==> config.mk <==
export PLATFORM = sky130hd
export DESIGN_NAME = tlv_uart_framer
export DESIGN_NICKNAME = d
export VERILOG_FILES = /design/src/rtl/tlv_uart_framer_pkg.sv /design/src/rtl/tlv_uart_framer.sv
export SDC_FILE = /design/constraint.sdc
export NUM_CORES = 1
export LEC_CHECK = 0
export CAP_MARGIN = 30
export CORE_MARGIN = 3
export CORE_UTILIZATION = 50
export DETAILED_ROUTE_END_ITERATION = 10
export PLACE_DENSITY = 0.8
export SLEW_MARGIN = 5
export SYNTH_ARGS = -nofsm -noshare
export SYNTH_HDL_FRONTEND = slang
export SYNTH_SLANG_ARGS = --single-unit
==> constraint.sdc <==
create_clock -name clk -period 2.59 [get_ports clk]
set_input_delay 0.518 -clock clk [delete_from_list [all_inputs] [get_ports clk]]
set_output_delay 0.518 -clock clk [all_outputs]
set_load 0.005 [all_outputs]
==> src/rtl/tlv_uart_framer_pkg.sv <==
// Shared TLV type codes, framer FSM encodings and a packet-length helper.
// FSM encodings are plain constants so legacy code can compare against them directly.
package tlv_uart_framer_pkg;

  localparam logic [7:0] TLV_TYPE_SEED    = 8'd1;
  localparam logic [7:0] TLV_TYPE_PK      = 8'd2;
  localparam logic [7:0] TLV_TYPE_C0      = 8'd3;
  localparam logic [7:0] TLV_TYPE_C1      = 8'd4;
  localparam logic [7:0] TLV_TYPE_K       = 8'd5;
  localparam logic [7:0] TLV_TYPE_PROFILE = 8'd6;

  localparam logic [2:0] S_IDLE     = 3'd0;
  localparam logic [2:0] S_HDR_TYPE = 3'd1;
  localparam logic [2:0] S_HDR_LEN  = 3'd2;
  localparam logic [2:0] S_TX_WAIT  = 3'd3;
  localparam logic [2:0] S_FETCH    = 3'd4;
  localparam logic [2:0] S_MEM_WAIT = 3'd5;
  localparam logic [2:0] S_VAL      = 3'd6;
  localparam logic [2:0] S_DONE     = 3'd7;

  // Bytes carried by the next packet: the remaining count clipped to the packet limit.
  function automatic logic [7:0] clip_len(input logic [31:0] remaining, input logic [31:0] max_len);
    logic [31:0] len;
    len = (remaining > max_len) ? max_len : remaining;
    return len[7:0];
  endfunction

endpackage

==> src/rtl/tlv_uart_framer.sv <==
// TLV transmit framer: streams a RAM buffer to the UART transmitter as
// [TYPE][LENGTH][VALUE x LENGTH] packets, little-endian within each 32-bit word.
module tlv_uart_framer
  import tlv_uart_framer_pkg::*;
#(
  parameter int WORD_WIDTH = 32,
  parameter int ADDR_WIDTH = 4,
  parameter int MAX_LEN    = 16,
  parameter int TOT_WIDTH  = 16
) (
  input  logic                  clk,
  input  logic                  rst,
  input  logic                  start,
  input  logic [7:0]            frame_type,
  input  logic [TOT_WIDTH-1:0]  total_bytes,
  output logic                  busy,
  output logic                  done,
  output logic                  err,
  output logic                  mem_rd,
  output logic [ADDR_WIDTH-1:0] mem_addr,
  input  logic [WORD_WIDTH-1:0] mem_q,
  output logic                  tx_start,
  output logic [7:0]            tx_data,
  input  logic                  tx_done
);

  logic [2:0]            state_reg;
  logic [2:0]            ret_reg;
  logic [7:0]            type_reg;
  logic [TOT_WIDTH-1:0]  remaining_reg;
  logic [TOT_WIDTH-1:0]  byte_idx_reg;
  logic [7:0]            pkt_cnt_reg;
  logic [ADDR_WIDTH-1:0] word_idx_reg;
  logic [WORD_WIDTH-1:0] shift_reg;
  logic                  load_reg;

  logic [7:0]            pkt_len;
  logic [TOT_WIDTH-1:0]  byte_idx_next;

  always_comb begin
    pkt_len       = clip_len(32'(remaining_reg), 32'(MAX_LEN));
    byte_idx_next = byte_idx_reg + 1'b1;
  end

  always_ff @(posedge clk) begin
    if (rst) begin
      state_reg     <= S_IDLE;
      ret_reg       <= S_IDLE;
      type_reg      <= '0;
      remaining_reg <= '0;
      byte_idx_reg  <= '0;
      pkt_cnt_reg   <= '0;
      word_idx_reg  <= '0;
      shift_reg     <= '0;
      load_reg      <= 1'b0;
      busy          <= 1'b0;
      done          <= 1'b0;
      err           <= 1'b0;
      mem_rd        <= 1'b0;
      mem_addr      <= '0;
      tx_start      <= 1'b0;
      tx_data       <= '0;
    end else begin
      tx_start <= 1'b0;
      mem_rd   <= 1'b0;
      done     <= 1'b0;
      err      <= 1'b0;
      case (state_reg)
        S_IDLE: begin
          if (start) begin
            if (frame_type != 8'd0 && total_bytes != '0) begin
              type_reg      <= frame_type;
              remaining_reg <= total_bytes;
              byte_idx_reg  <= '0;
              word_idx_reg  <= '0;
              pkt_cnt_reg   <= '0;
              load_reg      <= 1'b0;
              busy          <= 1'b1;
              state_reg     <= S_HDR_TYPE;
            end else begin
              err <= 1'b1;
            end
          end
        end
        S_HDR_TYPE: begin
          tx_data   <= type_reg;
          tx_start  <= 1'b1;
          ret_reg   <= S_HDR_LEN;
          state_reg <= S_TX_WAIT;
        end
        S_HDR_LEN: begin
          tx_data       <= pkt_len;
          tx_start      <= 1'b1;
          pkt_cnt_reg   <= pkt_len;
          remaining_reg <= remaining_reg - TOT_WIDTH'(pkt_len);
          // A packet may begin mid-word; only fetch when sitting on a word boundary.
          ret_reg       <= (byte_idx_reg[1:0] == 2'd0) ? S_FETCH : S_VAL;
          state_reg     <= S_TX_WAIT;
        end
        S_TX_WAIT: begin
          if (tx_done) begin
            if (ret_reg == S_DONE) begin
              done <= 1'b1;
              busy <= 1'b0;
            end
            state_reg <= ret_reg;
          end
        end
        S_FETCH: begin
          mem_rd    <= 1'b1;
          mem_addr  <= word_idx_reg;
          state_reg <= S_MEM_WAIT;
        end
        S_MEM_WAIT: begin
          load_reg  <= 1'b1;
          state_reg <= S_VAL;
        end
        S_VAL: begin
          if (load_reg) begin
            tx_data      <= mem_q[7:0];
            shift_reg    <= mem_q >> 8;
            word_idx_reg <= word_idx_reg + 1'b1;
            load_reg     <= 1'b0;
          end else begin
            tx_data   <= shift_reg[7:0];
            shift_reg <= shift_reg >> 8;
          end
          tx_start     <= 1'b1;
          byte_idx_reg <= byte_idx_next;
          pkt_cnt_reg  <= pkt_cnt_reg - 8'd1;
          if (pkt_cnt_reg == 8'd1)
            ret_reg <= (remaining_reg == '0) ? S_DONE : S_HDR_TYPE;
          else
            ret_reg <= (byte_idx_next[1:0] == 2'd0) ? S_FETCH : S_VAL;
          state_reg <= S_TX_WAIT;
        end
        S_DONE: begin
          state_reg <= S_IDLE;
        end
        default: begin
          state_reg <= S_IDLE;
        end
      endcase
    end
  end

endmodule

# --- Yosys cells after proc, flatten, opt, wreduce, memory -nomap -nowiden ---
# Index checks and enable logic that the tools add are counted.
totals:
  reg_bits: 108
  inputBits: 60
  output_inout_bits: 17
  wordCells: 101
classes:
  add_sub_neg: 4
  magnitude_cmp: 1
  eq_ne: 14
  muxes: 38
  n_bitwise: 4
  n_reduce_logical: 24
ops:
  columns: ["operator", "n"]
  rows:
  - ["$mux 16", 4]
  - ["$pmux 16 s2", 2]
  - ["$pmux 8 s3", 2]
  - ["$mux 8", 4]
  - ["$mux 24", 1]
  - ["$pmux 3 s6", 1]
  - ["$reduce_and 3->1", 6]
  - ["$add 16x1->16 const B", 1]
  - ["$gt 16x5->1 const B", 1]
  - ["$logic_not 16->1", 1]
  - ["$reduce_bool 16->1", 1]
  - ["$sub 16x8->16", 1]
  - ["$eq 3x3->1 const B", 5]
  - ["$mux 3", 5]
  - ["$mux 4", 3]
  - ["$mux 1", 10]
  - ["$ne 2x2->1 const B", 5]
  - ["$pmux 3 s3", 1]
  - ["$reduce_bool 3->1", 3]
  - ["$reduce_or 3->1", 3]
  - ["$eq 8x1->1 const B", 1]
  - ["$pmux 4 s2", 1]
  - ["$reduce_bool 8->1", 1]
  - ["$sub 8x1->8 const B", 1]
  - ["13 further kinds", 21]

# --- Longest topological paths before layout ---
# Gate-level depths: netlist (run 1).
depth:
  ltp_word: 5
  depth_mapped: 10
  depth_no_buf: 9

# --- Worst setup path after synthesis (run 1) ---
# OpenSTA, ideal clock, no wires.
synth_timing:
  path_type: "register to register"
  from: "register remaining_reg[12]"
  to: "register remaining_reg[10]"
  setup_ps: 133
  t_arrival_ps: 2130
  t_required_ps: 2457
  setup_slack_ps: 327
  path_stages_with_launch: 11
  n_path_buf: 1
  synth_period_minus_slack_ps: 2263
  cell_sequence: "dfxtp_1 -> nor4_2 -> nand4b_1 -> nand2_1 -> ha_1 -> clkbuf_1 -> o41ai_1 -> nand3_1 -> mux2_2 -> nand2_1 -> a31oi_1"
synth_via:
  elab_chain_len: 4
synth_lines:
  columns: ["element", "line_no", "rtl"]
  rows:
  - ["start: declaration", "tlv_uart_framer.sv:30", "logic [TOT_WIDTH-1:0] remaining_reg;"]
  - ["start signal: assignment", "tlv_uart_framer.sv:73", "remaining_reg <= total_bytes;"]
  - ["start signal: assignment", "tlv_uart_framer.sv:95", "remaining_reg <= remaining_reg - TOT_WIDTH'(pkt_len);"]
  - ["$gt 16x5->1", "tlv_uart_framer_pkg.sv:24", "len = (remaining > max_len) ? max_len : remaining;"]
  - ["$mux 8", "tlv_uart_framer_pkg.sv:24", null]
  - ["$sub 16x8->16", "tlv_uart_framer.sv:95", null]
  - ["$pmux 16 s2", "tlv_uart_framer.sv:68", "case (state_reg)"]
# No other way between the ends.
# A chain may end at the register's enable or synchronous reset.

# --- Final worst setup path (run 1) ---
layout_timing:
  from: "register remaining_reg[5]"
  to: "register remaining_reg[14]"
layout_via:
  elab_chain_len: 4
layout_lines:
  columns: ["element", "line_no"]
  rows:
  - ["$gt 16x5->1", "tlv_uart_framer_pkg.sv:24"]
  - ["$mux 8", "tlv_uart_framer_pkg.sv:24"]
  - ["$sub 16x8->16 (*)", "tlv_uart_framer.sv:95"]
  - ["$pmux 16 s2 (*)", "tlv_uart_framer.sv:68"]
# Mark *: on every way between the ends. The rest lies on a longest branch, timed or not.

==> flow_metrics.tcl, run 1 <==
set metrics [dict create \
    swShare_pct 30.5 \
    final_cell_area_sq_mm 0.00539 \
    instances_no_fill 704 \
    pwr-share-comb_pct 20.4 \
    die_height_um 97.9 \
    cts_made_buffers 9 \
    crit_path_end_kind "register" \
    clk_latency_ns 0.37 \
    antenna_found_initial 0 \
    ant_nets 0 \
    initial_core_util_pct 53.0 \
    grt_pass1_wl_mm 18.3 \
    htreeDepth 3 \
    worst_slack_ns 0.238 \
    synth_nets 590 \
    final_cell_mix "85 x dfxtp_1, 75 x clkdlybuf4s50_1, 73 x nand2_1" \
    syn_inst 524 \
    drt_first_pass_iters 6 \
    yosys-top-cells-area "dfxtp_1 41%, nand2_1 6.5%, a21oi_1 6.3%" \
    grt_max_degree 73 \
    synthFlopType "dfxtp_1" \
    grt_pass1_vias 3863 \
    regArea_sq_mm 0.00172 \
    cp-start-kind "register" \
    critPathArrivalTime_ns 2.61 \
    rsz0062_at_grt "false" \
    cap_violations 0 \
    die-area_sq_mm 0.00959 \
    utilization_pct 67.6 \
    hpwl_mm 7.93 \
    core_sq_mm 0.00797 \
    syn-cell-area_sq_mm 0.00423 \
    synth_seq_area_share_pct 40.7 \
    routedWlPerCell_um 15.9 \
    p_switching_mw 0.946 \
    drv_slew 0 \
    die_w_um 97.9 \
    synthArstFlopShare_pct 0 \
    pwr-share-clk_pct 32.7 \
    sequentialPowerShare_pct 46.8 \
    nFillCells 654 \
    gp_congestion 0.881 \
    tns_ns 0 \
    max_freq_mhz 425 \
    holdBufCountCts 0 \
    placedCellCount 688 \
    drc 0 \
    timing.final.crit_share_pct 90.8 \
    power_density_mw_per_mm2 576 \
    relSlewSlack_pct 55.2 \
    root_buffer "clkbuf_8" \
    critPathMaxFanout 6 \
    via_per_inst 5.90 \
    largest_reg_flops 24 \
    peakVddDrop_mv 0.306 \
    antennaDiodeCount 0 \
    required_ns 2.84 \
    hp-class "register to register" \
    post-synth-top-area-cell "dfxtp_1" \
    synth.avg_cell_area_sq_um 8.06 \
    multiInputGateArea_sq_mm 0.00231 \
    ios 77 \
    holdWs_ns 0.456 \
    cts.repair.resized 0 \
    clock_path_buffers 2 \
    internal_power_mw 2.16 \
    drt_iter0_markers 312 \
    placed_area_sq_mm 0.00517 \
    outcome "completed" \
    cts.sinks 86 \
    fin_nets 663 \
    yosysUniqueCellTypes 60 \
    gr-total-overflow 0 \
    drive_gt1_share_pct 9.30 \
    final_common_cell "dfxtp_1" \
    vias 4153 \
    yosys_register_bits 86 \
    pre_cts_ws_ns 0.00841 \
    synth_enable_flop_cells 0 \
    portBuffers 76 \
    finalClockSkew_ns 0.0138 \
    rows 32 \
    cts_tree "yes" \
    ys_warn_count 0 \
    synth_top_area_share_pct 40.7 \
    tightest_slew_ns 0.666 \
    drt_wl_total_mm 11.2 \
    p_leak_nw 1.79 \
    setup.worst_path.class "register to register" \
    post_cts_buffers 0 \
    period_needed_ns 2.35 \
    synthToLayoutAreaGrowth_pct 27.5 \
    total_power_mw 3.11 \
    final-hold-violation-count 0 \
    cts.reportedPaths.clkPinSlew_ns 0.10 \
    finalSetupViolCount 0 \
    track_usage_pct 23.0 \
]
-- cell families (layout without fill, tap and decap cells) --
kind of cell    Yosys count  in the layout  share of synthesized area (%)
xor+xnor                  3              3                          0.622
simple gates            218            218                           24.8
mux                      27             27                           6.48
fa+ha+maj                 6              6                           1.78
other cells               1              1                         0.0888
buf+inv                  48            126                           4.56
flops                    86             86                           40.7
compound gates          135            135                           20.9
-- worst max-delay path, stage by stage (launching register included) --
cell and delay, ns:
dfxtp_1 0.46, nor3_2 0.09, nand4b_1 0.21, nand2_1 0.10
ha_1 0.23, o41ai_1 0.35, nand3_1 0.18, nor3b_1 0.35
nor4b_1 0.09, nand4b_1 0.18
-- layer usage --
| layer | share of wire (%) | routed length [um] | up-vias | track usage [%] |
|---|---|---|---|---|
| li1 | - | - | 2058 | - |
| met1 | 45 | 5010 | 1905 | 30.1 |
| met2 | 46 | 5180 | 168 | 37.3 |
| met3 | 7.1 | 800 | 22 | 4.86 |
| met4 | 1.8 | 206 | 0 | 8.41 |
| met5 | 0 | 0 | - | 0 |
-- power groups by stage --
stage / logic [mW] / clock network, mW / registers, mW
after detailed placement: 0.624 / 0 / 1.48
final: 0.635 / 1.02 / 1.45
after CTS: 0.630 / 1.03 / 1.45
after floorplan: 0.368 / 0 / 1.46
after global placement: 0.612 / 0 / 1.48
after global routing: 0.694 / 1.07 / 1.46
-- synthesized netlist by cell type, types with 2 or more instances --
cell type  count
a2111oi_0      2
a211oi_1      24
a21oi_1       53
a221oi_1       2
a22oi_1        2
a2bb2oi_1      3
a311oi_1       7
a31oi_1        5
and2_1         2
and3_1         2
buf_1          5
buf_2          4
buf_4          2
clkbuf_1      27
dfxtp_1       86
ha_1           6
inv_1         10
mux2_2         3
mux2i_1       24
nand2_1       73
nand2b_1       5
nand3_1       34
nand4_1        4
nand4b_1       3
nor2_1        52
nor3_1        12
nor3b_2        2
nor4_1        11
nor4_2         2
nor4b_1        2
o21a_1         2
o21ai_0       15
o22a_1         2
o22ai_1        4
o41ai_1        2
or3_1          4
or4_1          2
xor2_1         2
-- area by class of cell --
class                   instances  area share, %
clock buffers                   9           2.30
flip-flops and latches         86           32.0
clock inverters                 7           1.69
inverters                      10          0.697
multi-input cells             390           42.9
repair buffers                100           18.1
well taps                     102           2.37
-- final timing paths --
path	from	endpoint	slack (ns)	cells past startpoint
hold / removal	shift_reg[23]	shift_reg[23]	0.46	2
hold reg to reg	shift_reg[23]	shift_reg[23]	0.46	2
setup reg to reg	remaining_reg[5]	remaining_reg[14]	0.24	9
setup / recovery	remaining_reg[5]	remaining_reg[14]	0.24	9
No activity file was read; power rests on OpenSTA's default activity.
==> inputs of run 2 (changes only) <==
--- a/config.mk
+++ b/config.mk
@@ -9,6 +9,7 @@
 export CORE_MARGIN = 3
 export CORE_UTILIZATION = 50
 export DETAILED_ROUTE_END_ITERATION = 10
+export MAX_ROUTING_LAYER = met4
 export PLACE_DENSITY = 0.8
 export SLEW_MARGIN = 5
 export SYNTH_ARGS = -nofsm -noshare
==> flow_metrics.tcl, run 2 (same netlist as run 1, synthesis figures left out) <==
set metrics [dict create \
    drc 0 \
    tightest_slew_ns 0.656 \
    grt_max_degree 41 \
    via_per_inst 5.88 \
    rows 32 \
    grt_pass1_vias 3924 \
    synthToLayoutAreaGrowth_pct 26.8 \
    p_switching_mw 0.914 \
    cap_violations 0 \
    portBuffers 76 \
    r2r_start "remaining_reg[5]" \
    crit_chain "nor3_2 > nand4b_1 > nand2_1 > ha_1 > o41ai_1 > nand3_1 > nor3b_1 > nor4b_1 > nand4b_1" \
    gp_congestion 0.900 \
    track_usage_pct 23.6 \
    largest_reg_flops 24 \
    cp-start-kind "register" \
    gr-total-overflow 0 \
    ios 77 \
    initial_core_util_pct 53.0 \
    cts_made_buffers 9 \
    antennaDiodeCount 0 \
    setup.worst_path.class "register to register" \
    path_delay_family "simple AND/OR/NAND/NOR gates" \
    clock_path_buffers 2 \
    rsz0062_at_grt "false" \
    final-hold-violation-count 0 \
    die_height_um 97.9 \
    total_power_mw 2.99 \
    core_sq_mm 0.00797 \
    max_freq_mhz 424 \
    ant_nets 0 \
    drt_wl_total_mm 11.1 \
    drt_iter0_markers 292 \
    period_needed_ns 2.36 \
    post_cts_buffers 0 \
    path_buf_inv 0 \
    drv_slew 0 \
    holdBufCountCts 0 \
    drive_gt1_share_pct 9.45 \
    pwr-share-clk_pct 30.1 \
    cts.sinks 86 \
    drt_first_pass_iters 5 \
    peakVddDrop_mv 0.372 \
    hold_depth 2 \
    fin_nets 664 \
    crit_top_cell "nand4b_1" \
    outcome "completed" \
    cts_tree "yes" \
    htreeDepth 3 \
    timing.final.crit_share_pct 91.0 \
    die-area_sq_mm 0.00959 \
    critPathMaxFanout 6 \
    power_density_mw_per_mm2 559 \
    hold_path_end "shift_reg[21]" \
    finalSetupViolCount 0 \
    cts.repair.resized 0 \
    vias 4142 \
    hpwl_mm 7.96 \
    cts.reportedPaths.clkPinSlew_ns 0.09 \
    clk_latency_ns 0.36 \
    grt_pass1_wl_mm 18.5 \
    r2r_slack_ns 0.23 \
    cp.depth 9 \
    required_ns 2.84 \
    sequentialPowerShare_pct 48.5 \
    min_from "shift_reg[21]" \
    relSlewSlack_pct 55.9 \
    swShare_pct 30.5 \
    p_leak_nw 1.79 \
    routedWlPerCell_um 15.7 \
    die_w_um 97.9 \
    antenna_found_initial 0 \
    final_cell_mix "85 x dfxtp_1, 75 x clkdlybuf4s50_1, 73 x nand2_1" \
    root_buffer "clkbuf_8" \
    nFillCells 656 \
    critical_path.max_stage_delay_ns 0.46 \
    pwr-share-comb_pct 21.4 \
    final_common_cell "dfxtp_1" \
    hp-class "register to register" \
    internal_power_mw 2.08 \
    crit_path_end_kind "register" \
    r2r_end "remaining_reg[14]" \
    critPathArrivalTime_ns 2.61 \
    finalClockSkew_ns 0.0120 \
    slowest_stage "dfxtp_1" \
    r2r_cells 9 \
    tns_ns 0 \
]
-- run 2: changes by cell type in the layout (fill, tap and decap cells not counted) --
cell	delta
buf_4	+2
bufinv_16	-1
clkinv_4	+1
buf_12	-1
clkbuf_8	+1
inv_8	-1
clkinv_8	-1
inv_6	+1
-- run 2: layer usage --
layer  vias up  GRT usage (%)  share of wire, %
li1       2056              -                 -
met1      1933           31.3                46
met2       136           37.2                47
met3        17           5.36               6.1
met4         0           4.79               1.2
met5         -              -                 0
-- run 2: power by group through the flow --
stage,logic [mW],clock network (mW),registers (mW)
finish,0.640,0.901,1.45
global route,0.696,0.970,1.46
CTS,0.633,0.919,1.45
detailed placement,0.629,0,1.48
global placement,0.618,0,1.48
floorplan,0.368,0,1.46
-- run 2: worst max-delay path by stage --
stage	start	endpoint	slack (ns)
final	remaining_reg[5]	remaining_reg[14]	0.23
after floorplan	remaining_reg[12]	remaining_reg[10]	0.33
after detailed placement	start	remaining_reg[15]	-0.02
after CTS	remaining_reg[5]	remaining_reg[14]	0.26
after global placement	total_bytes[11]	remaining_reg[12]	0.06
after global routing	remaining_reg[14]	remaining_reg[14]	0.03
-- run 2: cell type report --
cell class              instances  area (sq um)  area share, %
flip-flops and latches         86          1720           32.2
inverters                      10          37.5          0.701
clock buffers                  10           138           2.57
clock inverters                 6          51.3          0.957
repair buffers                101           968           18.1
multi-input cells             390          2310           43.2
well taps                     102           128           2.38
-- run 2: stage by stage --
stage	worst slack [ns]	hold WS [ns]	utilization, %	area (sq um)	std cells
floorplan	0.327	0.431	-	4230	524
global placement	0.0612	0.437	64.9	5170	689
detailed placement	-0.0158	0.443	64.9	5170	689
CTS	0.260	0.456	67.2	5360	705
global route	0.0325	0.475	67.2	5360	705
finish	0.234	0.454	67.2	5360	705
-- run 2: worst min-delay path: stages, from the launching register on --
cell and delay [ns]:
dfxtp_1 0.32, nand2_1 0.05, a21oi_1 0.05
